File: config.mk
export PLATFORM = sky130hd
export DESIGN_NAME = ps2_scancode_decoder
export DESIGN_NICKNAME = d
export VERILOG_FILES = /design/src/rtl/ps2_scancode_decoder.sv
export SDC_FILE = /design/constraint.sdc
export NUM_CORES = 1
export LEC_CHECK = 0
export ABC_CLOCK_PERIOD_IN_PS = 2800
export CORE_UTILIZATION = 40
export CTS_CLUSTER_SIZE = 24
export DETAILED_ROUTE_END_ITERATION = 7
export GPL_TIMING_DRIVEN = 1
export MAX_ROUTING_LAYER = met4
export PLACE_DENSITY = 0.69
export SLEW_MARGIN = 20
export SYNTH_ARGS = -nofsm -noshare
export SYNTH_HDL_FRONTEND = slang
export SYNTH_SLANG_ARGS = --single-unit
File: constraint.sdc
create_clock -name clk -period 2.8 [get_ports clk]
set_input_delay 0.84 -clock clk [delete_from_list [all_inputs] [get_ports clk]]
set_output_delay 0.84 -clock clk [all_outputs]
set_load 0.01 [all_outputs]
File: src/rtl/ps2_scancode_decoder.sv
// PS/2 Set-2 scancode decoder: pops receiver FIFO bytes and emits key events.
// Optional ASCII lookup built when SCANCODE_ASCII_EN is defined.
module ps2_scancode_decoder #(
  parameter int PCNT_W        = 8,
  parameter bit FILTER_REPEAT = 1'b1
) (
  input  logic              clk,
  input  logic              rst,
  input  logic              ps2_ready,
  input  logic [7:0]        ps2_data,
  input  logic              ps2_overflow,
  output logic              ps2_nextdata_n,
  output logic              key_valid,
  output logic [7:0]        key_code,
  output logic              key_ext,
  output logic              key_make,
  output logic              key_held,
  output logic [7:0]        held_code,
  output logic [PCNT_W-1:0] press_count,
  output logic              overflow_flag,
  output logic [7:0]        ascii
);

  typedef enum logic [1:0] {
    IDLE, EXT, BRK, EXTBRK
  } state_t;

  state_t state, nxt;
  logic   take, pop, held_ext;
  logic   is_make, is_brk, ev_ext;
  logic   same_held, fire_make, fire_brk;

  always_comb begin
    nxt     = state;
    is_make = 1'b0;
    is_brk  = 1'b0;
    ev_ext  = 1'b0;
    unique case (state)
      IDLE: begin
        if (ps2_data == 8'hE0) nxt = EXT;
        else if (ps2_data == 8'hF0) nxt = BRK;
        else if (!(ps2_data inside
                 {8'h00, 8'hAA, 8'hEE,
                  8'hFA, 8'hFE, 8'hFF}))
          is_make = 1'b1;
      end
      EXT: begin
        if (ps2_data == 8'hF0) nxt = EXTBRK;
        else if (ps2_data != 8'hE0) begin
          is_make = 1'b1;
          ev_ext  = 1'b1;
          nxt     = IDLE;
        end
      end
      BRK: begin
        nxt    = IDLE;
        is_brk = !(ps2_data inside {8'hE0, 8'hF0});
      end
      default: begin
        nxt    = IDLE;
        ev_ext = 1'b1;
        is_brk = !(ps2_data inside {8'hE0, 8'hF0});
      end
    endcase
  end

  // Overflow wins: the byte is still popped but never decoded.
  assign take      = ps2_ready & ps2_nextdata_n;
  assign pop       = take & ~ps2_overflow;
  assign same_held = key_held &&
    ({held_ext, held_code} == {ev_ext, ps2_data});
  assign fire_make = pop & is_make &
    (!same_held || (FILTER_REPEAT == 1'b0));
  assign fire_brk  = pop & is_brk;

  always_ff @(posedge clk) begin
    if (rst) begin
      state          <= IDLE;
      ps2_nextdata_n <= 1'b1;
      key_valid      <= 1'b0;
      key_code       <= 8'h00;
      key_ext        <= 1'b0;
      key_make       <= 1'b0;
      key_held       <= 1'b0;
      held_code      <= 8'h00;
      held_ext       <= 1'b0;
      press_count    <= '0;
      overflow_flag  <= 1'b0;
    end else begin
      key_valid      <= 1'b0;
      ps2_nextdata_n <= ~take;
      if (ps2_overflow) begin
        overflow_flag <= 1'b1;
        state         <= IDLE;
      end else if (take) begin
        state <= nxt;
      end
      if (fire_make) begin
        key_valid   <= 1'b1;
        key_code    <= ps2_data;
        key_ext     <= ev_ext;
        key_make    <= 1'b1;
        key_held    <= 1'b1;
        held_code   <= ps2_data;
        held_ext    <= ev_ext;
        press_count <= press_count + PCNT_W'(1);
      end
      if (fire_brk) begin
        key_valid <= 1'b1;
        key_code  <= ps2_data;
        key_ext   <= ev_ext;
        key_make  <= 1'b0;
        if (same_held) begin
          key_held  <= 1'b0;
          held_code <= 8'h00;
          held_ext  <= 1'b0;
        end
      end
    end
  end

`ifdef SCANCODE_ASCII_EN
  function automatic logic [7:0] ascii_of(
    input logic [7:0] c
  );
    case (c)
      8'h1C: return 8'h61; 8'h32: return 8'h62;
      8'h21: return 8'h63; 8'h23: return 8'h64;
      8'h24: return 8'h65; 8'h2B: return 8'h66;
      8'h34: return 8'h67; 8'h33: return 8'h68;
      8'h43: return 8'h69; 8'h3B: return 8'h6A;
      8'h42: return 8'h6B; 8'h4B: return 8'h6C;
      8'h3A: return 8'h6D; 8'h31: return 8'h6E;
      8'h44: return 8'h6F; 8'h4D: return 8'h70;
      8'h15: return 8'h71; 8'h2D: return 8'h72;
      8'h1B: return 8'h73; 8'h2C: return 8'h74;
      8'h3C: return 8'h75; 8'h2A: return 8'h76;
      8'h1D: return 8'h77; 8'h22: return 8'h78;
      8'h35: return 8'h79; 8'h1A: return 8'h7A;
      8'h45: return 8'h30; 8'h16: return 8'h31;
      8'h1E: return 8'h32; 8'h26: return 8'h33;
      8'h25: return 8'h34; 8'h2E: return 8'h35;
      8'h36: return 8'h36; 8'h3D: return 8'h37;
      8'h3E: return 8'h38; 8'h46: return 8'h39;
      8'h29: return 8'h20; 8'h5A: return 8'h0D;
      default: return 8'h00;
    endcase
  endfunction

  always_ff @(posedge clk) begin
    if (rst)
      ascii <= 8'h00;
    else if (fire_make || fire_brk)
      ascii <= ev_ext ? 8'h00 : ascii_of(ps2_data);
  end
`else
  assign ascii = 8'h00;
`endif

endmodule

==> flow_summary.toml, run 1 <==
[cts]
cts_num_sinks = 33
numCtsBuffers = 5
clk_pin_slew_ns = 0.07
htreeDepth = 2
clockRootBuffer = "clkbuf_8"
clkLatencyLatePin_ns = 0.28
ctsHoldBuffers = 0
cts_tree = "done"
cts_buffer_depth = 2

[placement]
place.detailed.hpwl_um = 3486
dpl_cell_area_um2 = 2597
pre_cts_ws_ns = -0.4543
io_buffers = 41
place_congestion = 0.8779

[detailed_routing]
drc_errors = 0
drt_iter0_markers = 75
firstDrtPassIters = 4
wl_per_cell_um = 14.55
wl_um = 4875
via_per_inst = 5.212
ant_nets = 0
vias = 1746

[global_routing]
grt-ovfl-total = 0
first_global_vias = 1682
grt_max_degree = 49
grtUsageTotal_pct = 20.09
antenna_found_initial = 0
grt_first_pass_wirelength_um = 7838

[critical_path]
cp.required_ns = 2.97
critPathTopFamily = "compound AO/OA/AOI/OAI gates"
cp_cell_sequence = "dlygate4sd2_1 > or4b_4 > o21ai_4 > buf_4 > xnor2_2 > o211ai_1 > mux2_2"
cp-start-kind = "primary input"
critical_path_buf_inv_count = 2
slowest_delay_ns = 0.56
path_class = "primary input to flop"
cp_slowest_cell = "or4b_4"
critPathArrivalTime_ns = 2.90
endpoint_kind = "flop"
path_max_fanout = 6

[yosys]
synth_seq_area_share_pct = 34.00
synth_async_sr_flop_share_pct = 0
synth_top_area_share_pct = 34.00
yosys.cell_types.count = 49
synth_edf_count = 0
avgSynthCellArea_um2 = 9.166
yosysTopAreaCell = "dfxtp_1"
syn_inst = 212
ys_top_cells_by_area = "dfxtp_1 (34%), mux2i_1 (8.2%), nor2b_1 (5.8%)"
synth-seq-cells = 33
synthFlopType = "dfxtp_1"
ys_warn_count = 0
synth_area_um2 = 1943

[pwr]
ir_drop_uv = 220.0
pwr-share-seq_pct = 42.5
swShare_pct = 24.53
leakage_nw = 1.104
p_switching_mw = 0.2896
power_mw = 1.180
pwr-share-clk_pct = 39.4
intPower_mw = 0.8908
combPwrFrac_pct = 18.1
power.density_nw_per_um2 = 412.1

[layout]
area_growth_syn_to_layout_pct = 47.39
nFillCells = 390
most-common-layout-cells = "clkdlybuf4s50_1 (36), buf_4 (34), dfxtp_1 (33), nor2b_1 (18), nor2_1 (17)"
diodes = 0
mostFrequentLayoutCell = "clkdlybuf4s50_1"
final_area_um2 = 2864
drive_gt1_share_pct = 22.26
final_nets = 295
fin_util_pct = 63.58

[outcome]
run_status = "finished, final reports clean"

[timing]
setup_violations = 0
clock_skew_ns = 0.003625
fmax_mhz = 366.3
fin_ws_ns = 0.07010
period_share_pct = 97.50
hold_violations = 0
drv_slew = 0
tns_ns = 0
rsz0062_at_grt = "yes"
fin_crit_ns = 2.730

[job]
maxCapViolCount = 0

[floorplanning]
start_util_pct = 43.14
fp.dieArea_um2 = 5140
die_y_um = 71.70
placementRows = 24
io_pins = 50
core_um2 = 4504
die_x_um = 71.70

[worst_hold_path]
holdCritPathClass = "flop to flop"
[worst register-to-register path: cells and delay by family, from the launching register on]
family / cells / cell delay, ns
compound gates: 2 / 0.57
buf+inv: 1 / 0.17
simple gates: 1 / 0.56
mux: 1 / 0.37
flops: 1 / 0.32
xor+xnor: 1 / 0.09
[through the flow]
stage	cells	hold slack, ns
5_1_grt	335	0.5019
6_report	335	0.4635
3_5_place_dp	326	0.4517
3_3_place_gp	326	0.4501
2_1_floorplan	219	0.4897
4_1_cts	334	0.4677
[synth_stat cells, types with 2 or more instances]
| cell type | instances |
|---|---|
| dfxtp_1 | 33 |
| nor2b_1 | 18 |
| nor2_1 | 17 |
| mux2i_1 | 16 |
| nand2b_1 | 16 |
| o21ai_0 | 10 |
| clkbuf_1 | 9 |
| buf_4 | 8 |
| o21bai_1 | 8 |
| xor2_1 | 8 |
| mux2_1 | 7 |
| nand4_1 | 5 |
| a21oi_1 | 4 |
| nand2_1 | 4 |
| o211ai_1 | 4 |
| a2111oi_0 | 3 |
| a211oi_1 | 3 |
| inv_1 | 3 |
| nand3_1 | 3 |
| nor4_1 | 3 |
| buf_2 | 2 |
[per-layer routing]
layer  share of wire (%)  up-vias  routed length (um)  GRT usage [%]
met2                  50       42                2416          33.54
met3                 3.7        2                 181          4.360
met4                0.16        0                   8          5.229
met5                   0        -                   0              -
met1                  47      828                2269          24.61
li1                    -      874                   -              -
[power by group through the flow]
stage               registers, mW  clock network (mW)  logic [mW]
finish                      0.502               0.465       0.213
global route                0.504               0.494       0.231
CTS                         0.502               0.479       0.204
detailed placement          0.512                   0       0.203
global placement            0.513                   0       0.200
floorplan                   0.519                   0      0.0989
[what timing repair did]
action / 4_1_cts / 5_1_grt
pin swaps: 1 / 10
endpoints found under the setup margin: 21 / 24
gates resized for setup: 8 / 18
setup buffers: 0 / 1
[layout make-up]
class                   instances  area, um^2  share of cell area [%]
multi-input cells             163        1320                   46.09
repair buffers                 76       690.7                   24.12
flip-flops and latches         33       660.6                   23.07
clock buffers                   7       86.33                   3.014
well taps                      52       65.06                   2.272
clock inverters                 1       30.03                   1.048
inverters                       3       11.26                  0.3932
[sequential cells by signal (all words and copies together), names as in the netlist]
signal          cells
overflow_flag       1
ps2_nextdata_n      1
key_held            1
held_ext            1
state               2
press_count         8
key_make            1
held_code           8
key_valid           1
key_ext             1
key_code            8
[path summary, 6_finish.rpt]
kind	from	to	slack, ns	cells past startpoint
setup / recovery	ps2_data[0]	key_code[0]	0.07	7
hold / removal	key_make	key_make	0.46	1
setup reg to reg	state[1]	key_code[0]	0.63	6
hold reg to reg	key_make	key_make	0.46	1
[cells by family after synthesis]
logic type | Yosys count | share of synthesized area (%)
and+or+nand+nor | 77 | 23.12
AOI/OAI and AO/OA | 42 | 16.61
DFF | 33 | 34.00
muxes | 25 | 13.65
buffers and inverters | 23 | 6.503
xor gates and xnor gates | 10 | 5.281
adders and majority gates | 1 | 0.6438
other | 1 | 0.1930
(Power assumes the default switching activity.)
==> run 2: changes to the inputs <==
Settings changed: RECOVER_POWER set to 50.
==> run 2 against run 1 <==
  * Flip-flop and latch count did not move
  * Power fell by 0.68%
  * Cell area fell by 0.13%
  * Wire length barely moved
  * Global-route usage did not move
  * Clock-buffer cell count did not move
  * Largest cell class unchanged
  * Hold slack got worse by 0.0039 ns
  * Critical path type unchanged
  * Combinational power fell by 3%
  * Sequential share of layout area barely moved
  * Final cell count did not move
  * Sequential power barely moved
==> flow_summary.toml, run 2 (same netlist as run 1, synthesis figures left out) <==
[outcome]
run_status = "finished, final reports clean"

[critical_path]
reg2reg_depth = 6
path_class = "primary input to flop"
path_max_fanout = 6
path_depth = 7
endpoint_kind = "flop"
cp-start-kind = "primary input"
critPathTopFamily = "compound AO/OA/AOI/OAI gates"
slowest_delay_ns = 0.56
cp_cell_sequence = "dlygate4sd2_1 > or4b_4 > o21ai_4 > buf_4 > xnor2_2 > o211ai_1 > mux2_2"
cp_slowest_cell = "or4b_4"
critPathArrivalTime_ns = 2.90
cp.required_ns = 2.97
critical_path_buf_inv_count = 2

[layout]
diodes = 0
drive_gt1_share_pct = 21.91
most-common-layout-cells = "dfxtp_1 (33), buf_4 (33), dlygate4sd3_1 (28), nor2b_1 (18), nor2_1 (17)"
largestRegisters = "held_code x8, key_code x8, press_count x8"
area_growth_syn_to_layout_pct = 47.20
final_nets = 295
instances_no_fill = 335

[cts]
clockRootBuffer = "clkbuf_8"
ctsHoldBuffers = 0
cts_buffer_depth = 2
clkLatencyLatePin_ns = 0.28
htreeDepth = 2
cts_num_sinks = 33
clk_pin_slew_ns = 0.07
cts_tree = "done"
numCtsBuffers = 5

[pwr]
ir_drop_uv = 218.7
power_mw = 1.172
power.density_nw_per_um2 = 409.9
leakage_nw = 1.179

[global_routing]
grt_first_pass_wirelength_um = 7838
grt-ovfl-total = 0
antenna_found_initial = 0
grtUsageTotal_pct = 20.09
first_global_vias = 1682
grt_max_degree = 49

[timing]
drv_slew = 0
setup_violations = 0
period_share_pct = 97.52
fin_crit_ns = 2.731
fmax_mhz = 366.2
rsz0062_at_grt = "yes"
hold_violations = 0
clock_skew_ns = 0.003518

[placement]
place.detailed.hpwl_um = 3486
io_buffers = 41
dp.cells = 326
place_congestion = 0.8779

[detailed_routing]
wl_per_cell_um = 14.54
via_per_inst = 5.215
ant_nets = 0
drc_errors = 0
drt_iter0_markers = 62
wl_um = 4871
firstDrtPassIters = 4
vias = 1747

[floorplanning]
start_util_pct = 43.14
core_um2 = 4504
die_y_um = 71.70
io_pins = 50
fp.dieArea_um2 = 5140
placementRows = 24
die_x_um = 71.70

[worst_hold_path]
min_path_cells = 1
holdCritPathClass = "flop to flop"

[job]
maxCapViolCount = 0
-- run 2: cell count changes in the layout (fill, tap and decap cells not counted), sizes merged --
cell           before  now
buf                35   34
clkbuf              7    8
clkdlybuf4s50      36    8
dlygate4sd3         0   28
-- run 2: timing repair --
action / 4_1_cts / 5_1_grt
setup endpoints to repair: 21 / 24
resized for setup: 8 / 18
buffers inserted: 0 / 1
pin swaps: 1 / 10
-- run 2: metal layers --
layer / vias up / GRT usage (%) / wire [um]
li1: 873 / - / -
met1: 830 / 24.61 / 2280
met2: 42 / 33.54 / 2401
met3: 2 / 4.360 / 181
met4: 0 / 5.229 / 8
met5: - / - / 0
-- run 2: where the power goes --
part           switching (mW)  internal [mW]
combinational           0.100          0.106
sequential             0.0135          0.488
clock                   0.175          0.290
-- run 2: path summary, 6_finish.rpt --
check              start          end  slack (ns)
max          ps2_data[0]  key_code[0]        0.07
max reg2reg     state[1]  key_code[0]        0.63
min reg2reg     key_make     key_make        0.46
min             key_make     key_make        0.46
-- run 2: stage by stage --
step	TNS (ns)	utilization, %	setup WS [ns]	hold slack (ns)	instance area (um^2)
6_report	0	63.50	0.06930	0.4596	2860
5_1_grt	-0.01573	63.50	-0.01573	0.4989	2860
4_1_cts	-0.3631	60.53	-0.04926	0.4677	2726
3_5_place_dp	-8.922	57.67	-0.4543	0.4517	2597
3_3_place_gp	-8.190	57.67	-0.3992	0.4501	2597
2_1_floorplan	0	-	0.08656	0.4897	1969
-- run 2: final cells by class --
type,instances,area (um^2)
fill,391,1644
multi-input combinational,163,1320
timing repair buffer,76,686.9
sequential,33,660.6
clock buffer,7,86.33
tap,52,65.06
clock inverter,1,30.03
inverter,3,11.26
